==> src/rtl/decoder_3to8_using_2to4.sv <==
// decoder_3to8_using_2to4
// Registered 3-to-8 one-hot decoder built from two 2-to-4 decoders.
// The low instance covers codes 0..3, the high instance codes 4..7; i[2]
// steers the enable between them.
//
// Output protocol: valid is a qualifier, not a handshake. There is no ready,
// and the consumer cannot stall the decoder. In the same cycle that valid is
// high, d holds the decode of an enabled input. In the same cycle that valid
// is low, d holds the inactive value. d and valid always update on the same
// edge.
//
// OUT_ACTIVE_LOW = 1 inverts every bit of d, including the reset value.
//
// Optional build macro DEC_ONEHOT_CHECK_EN adds the err output and a
// checker. The checker watches the registered d. It raises err when
// normalised d is not one-hot while valid is high, or not all-zero while
// valid is low. err then stays high until the next reset.

module decoder_2to4 (
  output logic [3:0] y,
  input  logic [1:0] a,
  input  logic       e
);

  // One-hot decode of a, forced to zero when e is low.
  always_comb begin
    y = 4'b0000;
    if (e) begin
      y[a] = 1'b1;
    end
  end

endmodule

module decoder_3to8_using_2to4 #(
  parameter bit OUT_ACTIVE_LOW = 1'b0
) (
  output logic [7:0] d,
  input  logic [2:0] i,
  input  logic       clk,
  input  logic       rst_n,
  input  logic       en,
  output logic       valid
`ifdef DEC_ONEHOT_CHECK_EN
  ,
  output logic       err
`endif
);

  // XOR mask that maps the active-high decode onto the output polarity.
  localparam logic [7:0] INV_MASK = OUT_ACTIVE_LOW ? 8'hFF : 8'h00;

  logic [7:0] d_next;
  logic       lo_en;
  logic       hi_en;

  assign lo_en = en & ~i[2];
  assign hi_en = en & i[2];

  decoder_2to4 u_dec_lo (
    .y (d_next[3:0]),
    .a (i[1:0]),
    .e (lo_en)
  );

  decoder_2to4 u_dec_hi (
    .y (d_next[7:4]),
    .a (i[1:0]),
    .e (hi_en)
  );

  // Output register. Reset loads the inactive value and drops valid.
  always_ff @(posedge clk) begin
    if (!rst_n) begin
      d     <= INV_MASK;
      valid <= 1'b0;
    end else begin
      d     <= d_next ^ INV_MASK;
      valid <= en;
    end
  end

`ifdef DEC_ONEHOT_CHECK_EN
  logic [7:0] d_norm;
  logic       d_onehot;
  logic       d_bad;

  // Normalise d to active-high, then test it against what valid implies.
  always_comb begin
    d_norm   = d ^ INV_MASK;
    d_onehot = (d_norm != 8'h00) && ((d_norm & (d_norm - 8'd1)) == 8'h00);
    d_bad    = valid ? ~d_onehot : (d_norm != 8'h00);
  end

  // Sticky violation flag, cleared only by reset.
  always_ff @(posedge clk) begin
    if (!rst_n) begin
      err <= 1'b0;
    end else begin
      err <= err | d_bad;
    end
  end
`endif

endmodule

==> config.mk <==
export PLATFORM = sky130hd
export DESIGN_NAME = decoder_3to8_using_2to4
export DESIGN_NICKNAME = d
export VERILOG_FILES = /design/src/rtl/decoder_3to8_using_2to4.sv
export SDC_FILE = /design/constraint.sdc
export NUM_CORES = 1
export LEC_CHECK = 0
export CAP_MARGIN = 10
export CORE_AREA = 2 2 39 41
export CTS_CLUSTER_SIZE = 30
export DETAILED_ROUTE_END_ITERATION = 10
export DIE_AREA = 0 0 41 43
export PLACE_DENSITY = 0.56
export SETUP_SLACK_MARGIN = 0.3
export SYNTH_ARGS = -nofsm -noshare
export SYNTH_HDL_FRONTEND = slang
export SYNTH_SLANG_ARGS = --single-unit
==> constraint.sdc <==
create_clock -name clk -period 0.8 [get_ports clk]
set_input_delay 0.08 -clock clk [delete_from_list [all_inputs] [get_ports clk]]
set_output_delay 0.08 -clock clk [all_outputs]
set_load 0.02 [all_outputs]
# [Yosys cells after proc, flatten, opt, wreduce, memory -nomap -nowiden]
# Index checks and enable logic that the tools add are counted.
[totals] ff_bits=9 latch_bits=0 mem_bits_rw=0 rom_bits=0 inputBits=6 out_inout_bits=9 elab_cells=13 mem_count=0
[classes] addsub=0 multipliers=0 div_mod_pow=0 order_cmp=2 eq_ne=0 shift=0 mux=2 bitwise=3 n_reduce_logical=3
[ops] op="$reduce_and A2 Y1" n=2
[ops] op="$lt A2 B3 Y1 const B" n=1
[ops] op="$and A1 B1 Y1" n=2
[ops] op="$demux W1 S2" n=1
[ops] op="$ge A2 B1 Y1 const B" n=1
[ops] op="$logic_and A1 B1 Y1" n=1
[ops] op="$mux W1" n=1
[ops] op="$not A1 Y1" n=1

# [Depth between registers and ports, before layout]
# Gate-level depths: netlist (run 1).
[logic_depth] ltp_word=4 depth_mapped=2 depth_no_buf=2

# [Cells and area by module]
# A second synthesis (run 1) with hierarchy kept.
[unflattened] cells_unflattened=28 hier_area_um2=324.1
[by_module_without_submodules] mod="decoder_3to8_using_2to4" n_inst=1 cells_per_inst=20 area_each_um2=249.0 seq_area_each_um2=180.2
[by_module_without_submodules] mod="decoder_2to4" n_inst=2 cells_per_inst=4 area_each_um2=37.5 seq_area_each_um2=0.0

# [Least setup slack after synthesis (run 1)]
# Ideal clock, no wire load.
[synth_timing] kind="flip-flop to output port" start="reg d[0]" end="out d[0]" arrival_time_ns=0.395 required_ns=0.720 path_slack_ns=0.325 stages_incl_launch_ff=1 n_path_buf=0 path_cell_list="dfxtp_1"
[synth_rtl] element="start, declared" line_no="38" rtl="output logic [7:0] d,"
[synth_rtl] element="start signal, assigned" line_no="78" rtl="d <= d_next ^ INV_MASK;"
# No word-level cell between the ends.

# [Worst setup path in the final report (run 1)]
[layout_timing] start="reg d[4]" end="out d[4]"
# No word-level cell between the ends.

==> run_results.csv, run 1 <==
group,metric,value,unit
pwr,power_per_cell_area,1860,mW/mm2
global_route,grt-ovfl-total,0,
worst_setup_path,worst_path_largest_cell_delay,0.32,ns
worst_setup_path,arrival,0.69,ns
cells_and_area,layout-area-overhead-vs-synth,73.3,%
cells_and_area,utilization,34.6,%
floorplanning,core_area,0.00138,mm2
floorplanning,die_h,43,um
synthesis,synth_top_area_cell,"dfxtp_1",
pwr,power_internal,694,uW
worst_setup_path,setup.worst_path.end_class,"output pin",
hold_path,hold_path.class,"input pin to flop",
cells_and_area,mostFrequentLayoutCells,"9 x dfxtp_2, 9 x buf_6, 6 x nor2_1",
global_route,grt_start_max_net_pins,6,
synthesis,synth_top_area_share,65.2,%
routing,remaining_drc_errors,0,
clock_tree,cts-hold-fix-buffers,0,
floorplanning,start_util,20.0,%
worst_setup_path,critical_path_required,0.72,ns
pwr,p_comb_share,9.7,%
floorplanning,die_footprint,0.00176,mm2
worst_setup_path,worst_path_fanout_max,1,
routing,wire_per_inst,8.79,um
clock_tree,clkTransAtPathRegs,0.06,ns
synthesis,netlist_area,277,um2
synthesis,synth_nets,29,
timing,period_share,96.3,%
synthesis,synthCells,23,
timing,finalCriticalPeriod,0.770,ns
timing,setup_viol,0,
timing,timing_hold_violations_final,0,
pwr,net_switching_power,198,uW
timing,timing_worst_slew_pin_value,0.201,ns
timing,final.setup.worst_slack,0.0295,ns
clock_tree,cts_max_level,1,
pwr,worst_ir_drop_vdd,0.637,mV
clock_tree,clock_buffer_count_from_cts,3,
routing,ant_nets,0,
synthesis,synthDistinctLibCells,8,
clock_tree,postCtsSetupRepairBufs,0,
timing,rsz0062_at_grt,"yes",
floorplanning,fp-row-count,14,
synthesis,postSynthAreaPerCell,12.0,um2
pwr,switching_share,22.2,%
cells_and_area,antenna_cells_inserted,0,
worst_setup_path,timing.critical_path.buf_inv,1,
pwr,p_clk_share,38.4,%
synthesis,synthTopCellsByArea,"dfxtp_1 65%, nor2_1 8.1%, nand3b_4 7.2%",
clock_tree,cts_num_sinks,9,
worst_setup_path,crit_type,"flop to output pin",
clock_tree,tritoncts_clock_tree,"done",
worst_setup_path,cp.depth,1,
place,post-dp-hpwl,383,um
worst_setup_path,slowest_stage,"dfxtp_2",
cells_and_area,layout.nets,49,
pwr,power_leakage,0.214,nW
timing,slew_violations,0,
worst_setup_path,worstSetupStartpoint,"d[4]",
place,globalplace.congestion,0.644,
job,maxCapViolations,0,
routing,drt-pass1-iter-count,4,
routing,post_drt_via_cell_ratio,3.72,
clock_tree,clockBufferDepth,2,
timing,slew_headroom,86.6,%
worst_setup_path,worstSetupStartpointType,"flop",
routing,route.final.wire_length,510,um
place,dpl_cell_area,444,um2
synthesis,ffs_latches_synth,9,
worst_setup_path,path_delay_family,"flip-flops",
synthesis,synth.yosys.warnings,0,
global_route,track_usage,6.96,%
synthesis,seq_area_frac_synth,65.2,%
global_route,grt_pass1_vias,192,
routing,detail_route.iter0.violations,2,
floorplanning,floorplan.die.width,41,um
worst_setup_path,setup.worst_path.end,"d[4]",
floorplanning,ioPinCount,15,
cells_and_area,final_layout_size_suffix_gt1_share,69.0,%
clock_tree,cts_root_buf,"clkbuf_4",
cells_and_area,stdcell_area,479,um2
place,io_buffer_count,14,
worst_setup_path,crit_path_cell_trace,"buf_6",
global_route,grt_pass1_wl,745,um
timing,worst_hold_slack,0.120,ns
global_route,antenna_found_initial,0,
pwr,seqPwrFrac,51.9,%
timing,fmax,1300,MHz
place,placement.setup.worst_slack,-0.194,ns
outcome,status,"finished, final reports clean",
routing,dr_total_vias,216,
-- sequential cells by signal (all words and copies together) (netlist names) --
name and cells:
valid 1, d 8
-- synth_stat cells --
| library cell | n |
|---|---|
| nand3b_4 | 1 |
| nor3_2 | 2 |
| nand2b_1 | 2 |
| dfxtp_1 | 9 |
| and2_2 | 1 |
| nor2_1 | 6 |
| nand3_2 | 1 |
| nand2_1 | 1 |
-- routing by layer --
layer	vias to the layer above	part of all wire (%)	global-route usage [%]
li1	114	-	-
met1	90	48	8.17
met2	12	40	8.13
met3	0	11	7.85
met4	0	0	2.00
met5	-	0	0
-- per-stage QoR --
stage | instances | TNS [ns] | power [mW]
final | 58 | 0 | 0.892
after global placement | 54 | -2.79 | 0.564
after floorplan | 23 | 0 | 0.503
after global routing | 58 | -0.000829 | 0.941
after detailed placement | 54 | -2.86 | 0.565
after CTS | 58 | 0 | 0.916
-- what timing repair did --
action                     CTS  global route
setup endpoints to repair   18            10
pin swaps                    1             0
resized for setup           70             2
-- layout make-up --
cell class	count	area [um2]
clock buffers	4	26.3
flip-flops and latches	9	191
fillers	166	905
repair buffers	15	145
well taps	16	20.0
multi-input cells	14	96.3
-- cells by family after synthesis --
kind of cell / count (synthesis) / share of synthesized area [%]
DFF: 9 / 65.2
and+or+nand+nor: 14 / 34.8
-- how the worst min path moves through the flow --
| stage | startpoint | to | slack [ns] | cells past startpoint |
|---|---|---|---|---|
| after global placement | i[2] | d[4] | 0.74 | 3 |
| after detailed placement | i[2] | d[4] | 0.75 | 3 |
| after floorplan | i[0] | d[0] | 0.15 | 1 |
| after global routing | en | d[0] | 0.12 | 3 |
| after CTS | i[1] | d[4] | 0.20 | 2 |
| final | en | d[0] | 0.12 | 3 |
-- power groups by stage --
stage                     Sequential (mW)  Clock, mW  Combinational (mW)
after floorplan                     0.482          0              0.0210
final                               0.463      0.343              0.0863
after global routing                0.463      0.385              0.0931
after detailed placement            0.470          0              0.0955
after global placement              0.470          0              0.0947
after CTS                           0.463      0.363              0.0899
Note: power is estimated with default switching activity, not from simulation.
==> run 2: changes to the inputs <==
--- a/config.mk
+++ b/config.mk
@@ -10,7 +10,6 @@
 export CTS_CLUSTER_SIZE = 30
 export DETAILED_ROUTE_END_ITERATION = 10
 export DIE_AREA = 0 0 41 43
-export PLACE_DENSITY = 0.56
 export SETUP_SLACK_MARGIN = 0.3
 export SYNTH_ARGS = -nofsm -noshare
 export SYNTH_HDL_FRONTEND = slang
==> run 2 against run 1 <==
Compared with the run above:
- final cell count unchanged
- final area is 2.3% higher
- core utilization up 0.81 points
- first-iteration DRC count unchanged
- wire length down 7.6%
- sequential share of layout area is 0.92 points lower
- combinational power grew 2%
- highest routed layer is now met4
==> run_results.csv, run 2 (synthesis results as in run 1) <==
group,metric,value,unit
worst_setup_path,crit_path_cell_trace,"buf_6",
cells_and_area,layout.nets,49,
cells_and_area,mostFrequentLayoutCells,"9 x dfxtp_2, 9 x buf_6, 5 x nor2_1, 5 x dlygate4sd2_1, 3 x clkbuf_4",
worst_setup_path,worst_path_largest_cell_delay,0.32,ns
global_route,track_usage,7.08,%
routing,dr_total_vias,217,
global_route,grt_start_max_net_pins,7,
pwr,power_leakage,0.220,nW
clock_tree,clock_buffer_count_from_cts,3,
cells_and_area,layout-area-overhead-vs-synth,77.4,%
cells_and_area,antenna_cells_inserted,0,
worst_setup_path,crit_type,"flop to output pin",
routing,wire_per_inst,8.12,um
timing,setup_viol,0,
worst_setup_path,worst_path_fanout_max,1,
worst_setup_path,arrival,0.70,ns
routing,post_drt_via_cell_ratio,3.74,
timing,period_share,97.4,%
floorplanning,ioPinCount,15,
clock_tree,cts_root_buf,"clkbuf_4",
clock_tree,cts_max_level,1,
worst_setup_path,timing.critical_path.buf_inv,1,
place,globalplace.congestion,0.716,
worst_setup_path,slowest_stage,"dfxtp_2",
timing,timing_hold_violations_final,0,
outcome,status,"finished, final reports clean",
cells_and_area,final_layout_size_suffix_gt1_share,69.0,%
cells_and_area,largest_reg_flops,8,
place,post-dp-hpwl,367,um
pwr,post-layout-total-power,899,uW
timing,slew_violations,0,
floorplanning,fp-row-count,14,
pwr,worst_ir_drop_vdd,0.546,mV
routing,drt-pass1-iter-count,3,
global_route,antenna_found_initial,0,
pwr,power_per_cell_area,1830,mW/mm2
routing,ant_nets,0,
global_route,grt-ovfl-total,0,
floorplanning,die_footprint,0.00176,mm2
timing,finalSetupTns,0,ns
job,maxCapViolations,0,
routing,route.final.wire_length,471,um
floorplanning,core_area,0.00138,mm2
hold_path,hold_path.class,"input pin to flop",
worst_setup_path,path_delay_family,"flip-flops",
worst_setup_path,setup.worst_path.end_class,"output pin",
routing,detail_route.iter0.violations,2,
place,io_buffer_count,14,
routing,remaining_drc_errors,0,
timing,finalCriticalPeriod,0.780,ns
worst_setup_path,critical_path_required,0.72,ns
worst_setup_path,worstSetupStartpointType,"flop",
global_route,grt_pass1_vias,173,
clock_tree,clkTransAtPathRegs,0.06,ns
cells_and_area,num-fill-cells,146,
floorplanning,start_util,20.0,%
clock_tree,clockBufferDepth,2,
clock_tree,cts_num_sinks,9,
timing,fmax,1280,MHz
floorplanning,floorplan.die.width,41,um
clock_tree,tritoncts_clock_tree,"done",
timing,rsz0062_at_grt,"yes",
floorplanning,die_h,43,um
timing,slew_headroom,86.9,%
clock_tree,postCtsSetupRepairBufs,0,
cells_and_area,register_with_the_highest_flop_count,"d",
cells_and_area,largest_registers,"d (8), valid (1)",
global_route,grt_pass1_wl,696,um
timing,timing_worst_slew_pin_value,0.196,ns
==> run 2: through the flow <==
stage | utilization [%] | instances | setup WS, ns | hold slack (ns) | cell area (um2)
after floorplan | - | 23 | 0.325 | 0.149 | 277
after global placement | 32.1 | 54 | -0.173 | 0.710 | 444
after detailed placement | 32.1 | 54 | -0.180 | 0.733 | 444
after CTS | 35.4 | 58 | 0.0118 | 0.196 | 490
after global routing | 35.4 | 58 | -0.0129 | 0.210 | 490
final | 35.4 | 58 | 0.0204 | 0.215 | 490
==> run 2: worst paths after layout <==
kind	start	end	slack [ns]	cells after the start
worst max-delay path	d[7]	d[7]	0.02	1
worst min-delay path	i[1]	d[0]	0.21	2
==> run 2: layer usage <==
metal | wire, um | GRT usage (%)
met2 | 215 | 7.19
met4 | 25 | 12.0
met1 | 189 | 6.58
met3 | 42 | 4.71
met5 | 0 | 0
==> run 2: final cells by class <==
type | instances | area, um2 | share of cell area, %
tap | 16 | 20.0 | 4.08
clock inverter | 1 | 5.00 | 1.02
clock buffer | 3 | 22.5 | 4.59
sequential | 9 | 191 | 39.0
timing repair buffer | 15 | 153 | 31.1
multi-input combinational | 14 | 98.8 | 20.2
==> run 2: repair_timing <==
action,4_1_cts,5_1_grt
gates resized for setup,69,0
hold buffers,0,0
setup endpoints to repair,18,9
==> run 2: report_power, final <==
group	switching (mW)	leakage [nW]	total (mW)	internal (mW)
clock	0.164	0.0177	0.348	0.185
combinational	0.0431	0.125	0.0880	0.0449
sequential	0.00392	0.0773	0.463	0.459
total	0.211	0.220	0.899	0.688
